[config.mk]
export PLATFORM = sky130hd
export DESIGN_NAME = sd_sector_responder
export DESIGN_NICKNAME = d
export VERILOG_FILES = /design/src/rtl/sd_resp_pkg.sv /design/src/rtl/sd_sector_responder_mount.sv /design/src/rtl/sd_sector_responder.sv
export SDC_FILE = /design/constraint.sdc
export NUM_CORES = 1
export LEC_CHECK = 0
export CAP_MARGIN = 5
export CORE_UTILIZATION = 63
export DETAILED_ROUTE_END_ITERATION = 6
export DONT_BUFFER_PORTS = 1
export PLACE_DENSITY = 0.79
export REMOVE_ABC_BUFFERS = 1
export SYNTH_ARGS = -nofsm -noshare
export SYNTH_HDL_FRONTEND = slang
export SYNTH_SLANG_ARGS = --single-unit
export TNS_END_PERCENT = 10
[constraint.sdc]
create_clock -name clk_sys -period 3.1 [get_ports clk_sys]
set_input_delay 0.31 -clock clk_sys [delete_from_list [all_inputs] [get_ports clk_sys]]
set_output_delay 0.31 -clock clk_sys [all_outputs]
set_load 0.02 [all_outputs]
[src/rtl/sd_resp_pkg.sv]
// Shared types and constants for the sector responder.
package sd_resp_pkg;

    localparam int unsigned SECTOR_BYTES      = 512;
    localparam int unsigned SECTOR_SHIFT      = 9;
    localparam int unsigned ACK_DELAY_DEFAULT = 4;

    typedef enum logic [2:0] {
        IDLE,
        DELAY,
        RD_FETCH,
        RD_PUT,
        WR_ADDR,
        WR_CAP,
        WR_STORE,
        DONE
    } state_t;

endpackage

[src/rtl/sd_sector_responder_mount.sv]
// Image mount status: captures mount requests into a pending slot and applies them when allowed.
module sd_mount_reg (
    input  logic        clk_sys,
    input  logic        reset,
    input  logic        mount_req,
    input  logic [63:0] mount_size,
    input  logic        mount_ro,
    input  logic        apply_en,
    output logic        pend,
    output logic [63:0] pend_size,
    output logic        pend_ro,
    output logic        img_mounted,
    output logic        img_readonly,
    output logic [63:0] img_size
);

    logic applied;

    always_ff @(posedge clk_sys) begin
        if (reset) begin
            pend         <= 1'b0;
            pend_size    <= '0;
            pend_ro      <= 1'b0;
            applied      <= 1'b0;
            img_mounted  <= 1'b0;
            img_readonly <= 1'b0;
            img_size     <= '0;
        end else begin
            applied     <= 1'b0;
            img_mounted <= applied;
            if (apply_en && pend) begin
                img_size     <= pend_size;
                img_readonly <= pend_ro;
                applied      <= 1'b1;
            end
            // A new request always overwrites the slot, even on the cycle the old one is applied.
            if (mount_req) begin
                pend      <= 1'b1;
                pend_size <= mount_size;
                pend_ro   <= mount_ro;
            end else if (apply_en) begin
                pend <= 1'b0;
            end
        end
    end

endmodule

[src/rtl/sd_sector_responder.sv]
// Target side of the sector-transfer protocol, streaming 512-byte sectors to/from a byte-wide store.
module sd_sector_responder
    import sd_resp_pkg::*;
#(
    parameter int unsigned LBA_BITS  = 15,
    parameter int unsigned ACK_DELAY = ACK_DELAY_DEFAULT
) (
    input  logic                  clk_sys,
    input  logic                  reset,
    input  logic [31:0]           sd_lba,
    input  logic                  sd_rd,
    input  logic                  sd_wr,
    output logic                  sd_ack,
    output logic [8:0]            sd_buff_addr,
    output logic [7:0]            sd_buff_dout,
    output logic                  sd_buff_wr,
    input  logic [7:0]            sd_buff_din,
    input  logic                  mount_req,
    input  logic [63:0]           mount_size,
    input  logic                  mount_ro,
    output logic                  img_mounted,
    output logic                  img_readonly,
    output logic [63:0]           img_size,
    output logic [LBA_BITS+8:0]   st_addr,
    output logic                  st_rd,
    output logic                  st_wr,
    output logic [7:0]            st_dout,
    input  logic [7:0]            st_din,
    input  logic                  st_ack
);

    state_t              state;
    logic [LBA_BITS-1:0] lba;
    logic                is_rd;
    logic                valid;
    logic                wen;
    logic [3:0]          dly;
    logic                pend;
    logic                pend_ro;
    logic [63:0]         pend_size;
    logic [63:0]         eff_size;
    logic                eff_ro;
    logic                req_valid;
    logic                last;

    sd_mount_reg u_mount (
        .clk_sys      (clk_sys),
        .reset        (reset),
        .mount_req    (mount_req),
        .mount_size   (mount_size),
        .mount_ro     (mount_ro),
        .apply_en     (state == IDLE),
        .pend         (pend),
        .pend_size    (pend_size),
        .pend_ro      (pend_ro),
        .img_mounted  (img_mounted),
        .img_readonly (img_readonly),
        .img_size     (img_size)
    );

    // A mount applied on the accept cycle governs the sector being accepted.
    always_comb begin
        eff_size  = pend ? pend_size : img_size;
        eff_ro    = pend ? pend_ro : img_readonly;
        req_valid = (eff_size != '0) && ({32'd0, sd_lba} < (eff_size >> SECTOR_SHIFT));
    end

    assign last    = (sd_buff_addr == 9'(SECTOR_BYTES - 1));
    assign st_addr = {lba, sd_buff_addr};

    always_ff @(posedge clk_sys) begin
        if (reset) begin
            state        <= IDLE;
            lba          <= '0;
            is_rd        <= 1'b0;
            valid        <= 1'b0;
            wen          <= 1'b0;
            dly          <= '0;
            sd_ack       <= 1'b0;
            sd_buff_addr <= '0;
            sd_buff_dout <= '0;
            sd_buff_wr   <= 1'b0;
            st_rd        <= 1'b0;
            st_wr        <= 1'b0;
            st_dout      <= '0;
        end else begin
            sd_buff_wr <= 1'b0;
            case (state)
                IDLE: begin
                    if ((sd_rd || sd_wr) && !sd_ack) begin
                        lba   <= sd_lba[LBA_BITS-1:0];
                        is_rd <= sd_rd;
                        valid <= req_valid;
                        wen   <= req_valid && !eff_ro;
                        dly   <= '0;
                        state <= DELAY;
                    end
                end
                DELAY: begin
                    if (dly == 4'(ACK_DELAY - 1)) begin
                        sd_ack       <= 1'b1;
                        sd_buff_addr <= '0;
                        if (is_rd) begin
                            st_rd <= valid;
                            state <= RD_FETCH;
                        end else begin
                            state <= WR_ADDR;
                        end
                    end else begin
                        dly <= dly + 4'd1;
                    end
                end
                RD_FETCH: begin
                    if (!valid) begin
                        sd_buff_dout <= '0;
                        sd_buff_wr   <= 1'b1;
                        state        <= RD_PUT;
                    end else if (st_ack) begin
                        sd_buff_dout <= st_din;
                        st_rd        <= 1'b0;
                        sd_buff_wr   <= 1'b1;
                        state        <= RD_PUT;
                    end
                end
                RD_PUT: begin
                    if (last) begin
                        state <= DONE;
                    end else begin
                        sd_buff_addr <= sd_buff_addr + 9'd1;
                        st_rd        <= valid;
                        state        <= RD_FETCH;
                    end
                end
                WR_ADDR: state <= WR_CAP;
                WR_CAP: begin
                    st_dout <= sd_buff_din;
                    if (wen) begin
                        st_wr <= 1'b1;
                        state <= WR_STORE;
                    end else if (last) begin
                        state <= DONE;
                    end else begin
                        sd_buff_addr <= sd_buff_addr + 9'd1;
                        state        <= WR_ADDR;
                    end
                end
                WR_STORE: begin
                    if (st_ack) begin
                        st_wr <= 1'b0;
                        if (last) begin
                            state <= DONE;
                        end else begin
                            sd_buff_addr <= sd_buff_addr + 9'd1;
                            state        <= WR_ADDR;
                        end
                    end
                end
                DONE: begin
                    sd_ack       <= 1'b0;
                    sd_buff_addr <= '0;
                    state        <= IDLE;
                end
                default: state <= IDLE;
            endcase
        end
    end

endmodule

* Yosys cells after proc, flatten, opt, wreduce, memory -nomap -nowiden *
Cells that the tools add are included.

word-level totals
  output and inout bits = 119
  flip-flop bits (word level) = 187
  word-level logic and storage cells = 106
  input port bits = 119

operators by class
  add/subtract/negate cells = 2
  reduce and logical (&&, ||, !) cells = 24
  $lt $le $gt $ge = 1
  mux-type cells = 37
  bitwise operators = 1
  equal/unequal tests = 21

operators with widths
  cell                                                              count
  64-bit two-way mux                                                1
  64-bit nonzero test                                               1
  32-bit by 55-bit less-than comparator with 1-bit output           1
  9-bit case mux with 5 select lines                                1
  9-bit two-way mux                                                 4
  3-bit case mux with 8 select lines                                1
  2-bit != test (second input constant)                             11
  3-bit two-way mux                                                 7
  8-bit two-way mux                                                 2
  1-bit two-way mux                                                 13
  3-bit == test (second input constant)                             4
  9-bit by 1-bit adder with 9-bit output (second input constant)    1
  9-bit == test (second input constant)                             1
  4-bit two-way mux                                                 2
  4-bit case mux with 2 select lines                                1
  4-bit AND reduction                                               2
  2-bit nonzero test                                                4
  3-bit by 2-bit == test with 1-bit output (second input constant)  2
  2-bit AND reduction                                               3
  3-bit AND reduction                                               2
  6-bit AND reduction                                               1
  5-bit nonzero test                                                1
  4-bit by 1-bit adder with 4-bit output (second input constant)    1
  4-bit by 2-bit == test with 1-bit output (second input constant)  1
  12 further kinds                                                  18

* Longest topological paths before layout *
  word-level depth = 4
  depth in mapped cells = 13
  gate-level depth less buffers = 11

* Hierarchy *
From an unflattened synthesis, not the netlist that was laid out.

second synthesis, totals
  cells, all modules = 973
  area total of the unflattened synthesis = 9004.9 sq um

by module, submodules not included
  module               area an instance (sq um)  instances  seq. area each (sq um)  cells each
  sd_mount_reg         5261.3                    1          2662.6                  517
  sd_sector_responder  3743.6                    1          1081.0                  456

* Worst setup path after synthesis *
No wires, ideal clock.

  kind = register to register
  from = register u_mount.pend
  to = register valid
  setup time = 0.069 ns
  period minus slack after synthesis = 2.830 ns
  path buffers = 5
  arrival = 2.761 ns
  path slack = 0.270 ns
  required time = 3.031 ns
  stages on the path, launching flop included = 14
  cells stage by stage = dfxtp_1 -> buf_4 -> buf_4 -> buf_4 -> buf_2 -> buf_2 -> mux2i_1 -> ha_1 -> and4_1 -> and3_1 -> a221oi_1 -> and3_1 -> a21oi_1 -> o21ai_1

on the way
  cells in the longest elaborated chain, start to end = 3
  elaborated cells between the ends (all ways) = 4
  classes of those cells = 1 x order compare; 1 x mux; 2 x reduce/logical

RTL lines
  element                                                                                         RTL line                         source
  start, declared                                                                                 sd_sector_responder_mount.sv:9   output logic pend,
  start signal, assigned                                                                          sd_sector_responder_mount.sv:21  pend <= 1'b0;
  start signal, assigned                                                                          sd_sector_responder_mount.sv:38  pend <= 1'b1;
  start signal, assigned                                                                          sd_sector_responder_mount.sv:42  pend <= 1'b0;
  64-bit two-way mux *                                                                            sd_sector_responder.sv:63        eff_size = pend ? pend_size : img_size;
  32-bit by 55-bit less-than comparator with 1-bit output or 64-bit nonzero test (tied branches)  sd_sector_responder.sv:65        req_valid = (eff_size != '0) && ({32'd0, sd_lba} < (eff_size >> SECTOR_SHIFT));
  1-bit logical AND *                                                                             sd_sector_responder.sv:65
  end signal, assigned                                                                            sd_sector_responder.sv:93        valid <= req_valid;
  end, declared                                                                                   sd_sector_responder.sv:35        logic valid;

Mark *: on every way between the ends. The rest lies on a longest branch, timed or not.
A chain may end at the register's enable or synchronous reset.

* Worst setup path after layout *
  from = register sd_buff_addr[3]
  to = register sd_buff_addr[7]

on the way
  cells in the longest elaborated chain, start to end = 4
  elaborated cells between the ends (all ways) = 6
  classes of those cells = 1 x add/sub; 1 x eq/ne; 4 x mux

RTL lines
  element                                                                  RTL line                                                                            source
  start, declared                                                          sd_sector_responder.sv:14                                                           output logic [8:0] sd_buff_addr,
  start signal, assigned                                                   sd_sector_responder.sv:129                                                          sd_buff_addr <= sd_buff_addr + 9'd1;
  start signal, assigned                                                   sd_sector_responder.sv:143                                                          sd_buff_addr <= sd_buff_addr + 9'd1;
  start signal, assigned                                                   sd_sector_responder.sv:153                                                          sd_buff_addr <= sd_buff_addr + 9'd1;
  9-bit by 1-bit adder with 9-bit output or 9-bit == test (tied branches)  n/a
  9-bit two-way mux *                                                      sd_sector_responder.sv:126, sd_sector_responder.sv:140, sd_sector_responder.sv:150
  9-bit two-way mux (on tied branches)                                     sd_sector_responder.sv:148, sd_sector_responder.sv:137
  9-bit case mux with 5 select lines *                                     sd_sector_responder.sv:88                                                           case (state)

Mark *: on every way between the ends. The rest lies on a longest branch, timed or not. The select of a mux whose other input is x is not followed.

==> results.toml <==
[timing]
worstMarginPinSlew_ns = 0.840
fin_crit_sh = 0.856
timing.final.max_slew_violations = 0
finalHoldViolCount = 0
finalWorstPathRequiredPeriod_ns = 2.65
setup_repair_after_global_routing_missed_its_margin = "false"
report.final.setup_viol = 0
timing.hold.ws_ns = 0.0130
slew_headroom = 0.436
skew_ns = 0.00757
fmax_mhz = 377
timing.final.ws_setup_ns = 0.446

[drt]
dr_total_vias = 6723
firstDrtPassIters = 5
drt_first_iter_violations = 600
route.antenna.remaining_nets = 0
vias_per_cell = 5.97
drt-wirelength-per-cell_um = 18.6
post_detailed_routing_wire_length_mm = 20.9
drc_errors = 0

[cts]
clk_pin_slew_worst_paths_ns = 0.07
clk_latency_ns = 0.43
cts_stage_hold_buffer_count = 23
htreeDepth = 4
cts_buffer_depth = 2
cts_num_sinks = 187
cts_tree = "done"
cts_root_buf = "clkbuf_16"
post_cts_repair_resize_count = 0
cts_bufs_inserted = 17
post-cts-setup-buffer-count = 0

[worst_setup_path]
worst-endpoint-required_ns = 3.46
crit_path_top_delay_cell = "dfxtp_1"
worst_setup_path_start_kind = "flop"
critical_path.max_stage_delay_ns = 0.35
critPathMaxFanout = 8
critical_path_cell_by_cell = "and3_1, and2_1, nand2_1, nor2_1, ha_1, inv_1, maj3_1, a22o_1, nand2_1, o21bai_1, buf_4, a21oi_1"
worst_r2r_startpoint = "sd_buff_addr[3]$_SDFFE_PP0P_"
worstSetupEndpointType = "flop"
crit_top_cell = "nand2_1"
critical_path_class = "reg -> reg"
crit_path_start = "sd_buff_addr[3]$_SDFFE_PP0P_"
crit_arrival_ns = 3.01

[placement]
dp_slack_ns = 0.446
dpl.hpwl_mm = 13.9
placed_cell_area_um2 = 8340
placed_cells = 1071
finalWeightedCongestion = 0.827
io_buffers = 0

[synthesis]
synth-warning-count = 0
ys_seq_elements = 187
synth_area_per_cell_um2 = 8.73
postSynth.topFlopCell = "dfxtp_1"
yosysSeqAreaShare = 0.451
synthesis.area_um2 = 8310
netlist-cell-type-count = 58
post_synthesis_instance_total = 951
synthArstFlopShare = 0
number_of_enable_type_register_cells_in_the_synthesized_netlist = 0

[global_routing]
number_of_antenna_violations_at_the_first_check_in_global_routing = 0
remaining_overflow_grt = 0
grt_pass1_wl_mm = 31.4
global_route.usage.total = 0.299
pin_count_of_the_biggest_net_entering_global_routing = 155
first_global_vias = 6212

[layout]
filler_cell_count = 968
layoutNonFillerInstCount = 1126
antenna-diode-count = 0
fin_nets = 1094
areaGrowthSynthToFinish_pct = 10.6
layout-drive-gt1-share = 0.0639
fin_area_um2 = 9190

[floorplanning]
initial_core_util = 0.653
num_rows = 41
die_height_um = 117
core_region_area_um2 = 12700
num_io_pins = 238
die_width_um = 117
die_footprint_um2 = 13600

[outcome]
run_status = "completed"

[flow_run]
max-cap-violations = 0

[pwr]
power.ir.vdd_worst_v = 0.000411
p_total_mw = 5.46
cellLeakagePower_nw = 3.69
power-per-cell-area_nw_per_um2 = 595

[worst_hold_path]
hold_path.class = "in -> reg"
min_from = "sd_lba[10]"
## registers in the layout (all words and copies together) (netlist names), 3 cells and up
register,flops
u_mount.img_size,64
u_mount.pend_size,64
lba,15
sd_buff_addr,9
sd_buff_dout,8
st_dout,8
dly,4
state,3
## layout by cell type (no fill, tap or decap), types with 13 or more instances in the layout
cell	count
nand2_1	188
o21ai_0	14
mux2i_1	106
nor4_1	15
nand3_1	13
a21oi_1	105
clkbuf_16	17
nor2_1	106
buf_4	13
dlygate4sd3_1	22
ha_1	34
dfxtp_1	186
## routing by layer
metal  routed length (µm)  vias up  GRT usage  share of wire
met5                    0        -          0              0
met2                10100      243      0.497           0.48
met3                 2070       29      0.104          0.099
met1                 8370     3181      0.359           0.40
li1                     -     3270          -              -
met4                  350        0      0.111          0.017
## power by group
group	total [mW]	switching (mW)	internal, mW	leakage (nW)
registers	2.69	0.180	2.51	1.53
logic	0.563	0.317	0.246	1.86
clock network	2.21	0.943	1.27	0.295
total	5.46	1.44	4.02	3.69
## critical path, delay by kind of cell (launching register included)
| kind | cells | cell delay [ns] |
|---|---|---|
| AOI/OAI and AO/OA | 3 | 0.61 |
| adders and majority gates | 2 | 0.58 |
| buffers and inverters | 2 | 0.28 |
| DFF | 1 | 0.35 |
| and+or+nand+nor | 5 | 0.74 |
## per-stage QoR
stage	TNS [ns]	utilization
after floorplan	-33.94	-
after global placement	0	0.655
after detailed placement	0	0.655
after CTS	0	0.722
after global routing	0	0.722
final	0	0.722
## area by class of cell
type                    instances  area (µm²)  area share
flip-flops and latches        187        3750       0.408
multi-input cells             693        4220       0.460
clock buffers                  21         470      0.0512
inverters                       4        15.0     0.00163
well taps                     172         215      0.0234
repair buffers                 38         385      0.0419
clock inverters                11         131      0.0143
## cell families after synthesis
logic type               Yosys count  synth area share
AO/OA/AOI/OAI                    160             0.113
multiplexers                     107             0.129
flip-flops                       187             0.451
buffers and inverters             71            0.0417
AND/OR/NAND/NOR                  381             0.203
XOR/XNOR                          10            0.0105
adder cells (fa/ha/maj)           35            0.0524
## synth_stat cells (all sizes together) (5+ instances only)
| cell type | number | area [µm²] |
|---|---|---|
| xor2 | 9 | 78.8 |
| nor3 | 12 | 65.1 |
| nand3 | 14 | 75.1 |
| a21oi | 106 | 542 |
| a22oi | 10 | 75.1 |
| nor2 | 106 | 398 |
| dfxtp | 187 | 3740 |
| nand2 | 189 | 709 |
| nor4 | 15 | 93.8 |
| clkbuf | 35 | 131 |
| or4b | 5 | 53.8 |
| nand4 | 9 | 56.3 |
| o21ai | 17 | 88.8 |
| o22ai | 5 | 31.3 |
| ha | 34 | 425 |
| mux2i | 106 | 1060 |
| buf | 32 | 200 |
| or4 | 7 | 53.8 |
## worst paths after layout
path	endpoint	slack, ns	cells after the start
min reg2reg	u_mount.img_size[34]$_SDFFE_PP0P_	0.47	2
max reg2reg	sd_buff_addr[7]$_SDFFE_PP0P_	0.45	12
min	lba[10]$_SDFFE_PP0P_	0.01	2
max	sd_buff_addr[7]$_SDFFE_PP0P_	0.45	12
(Power assumes the default switching activity.)
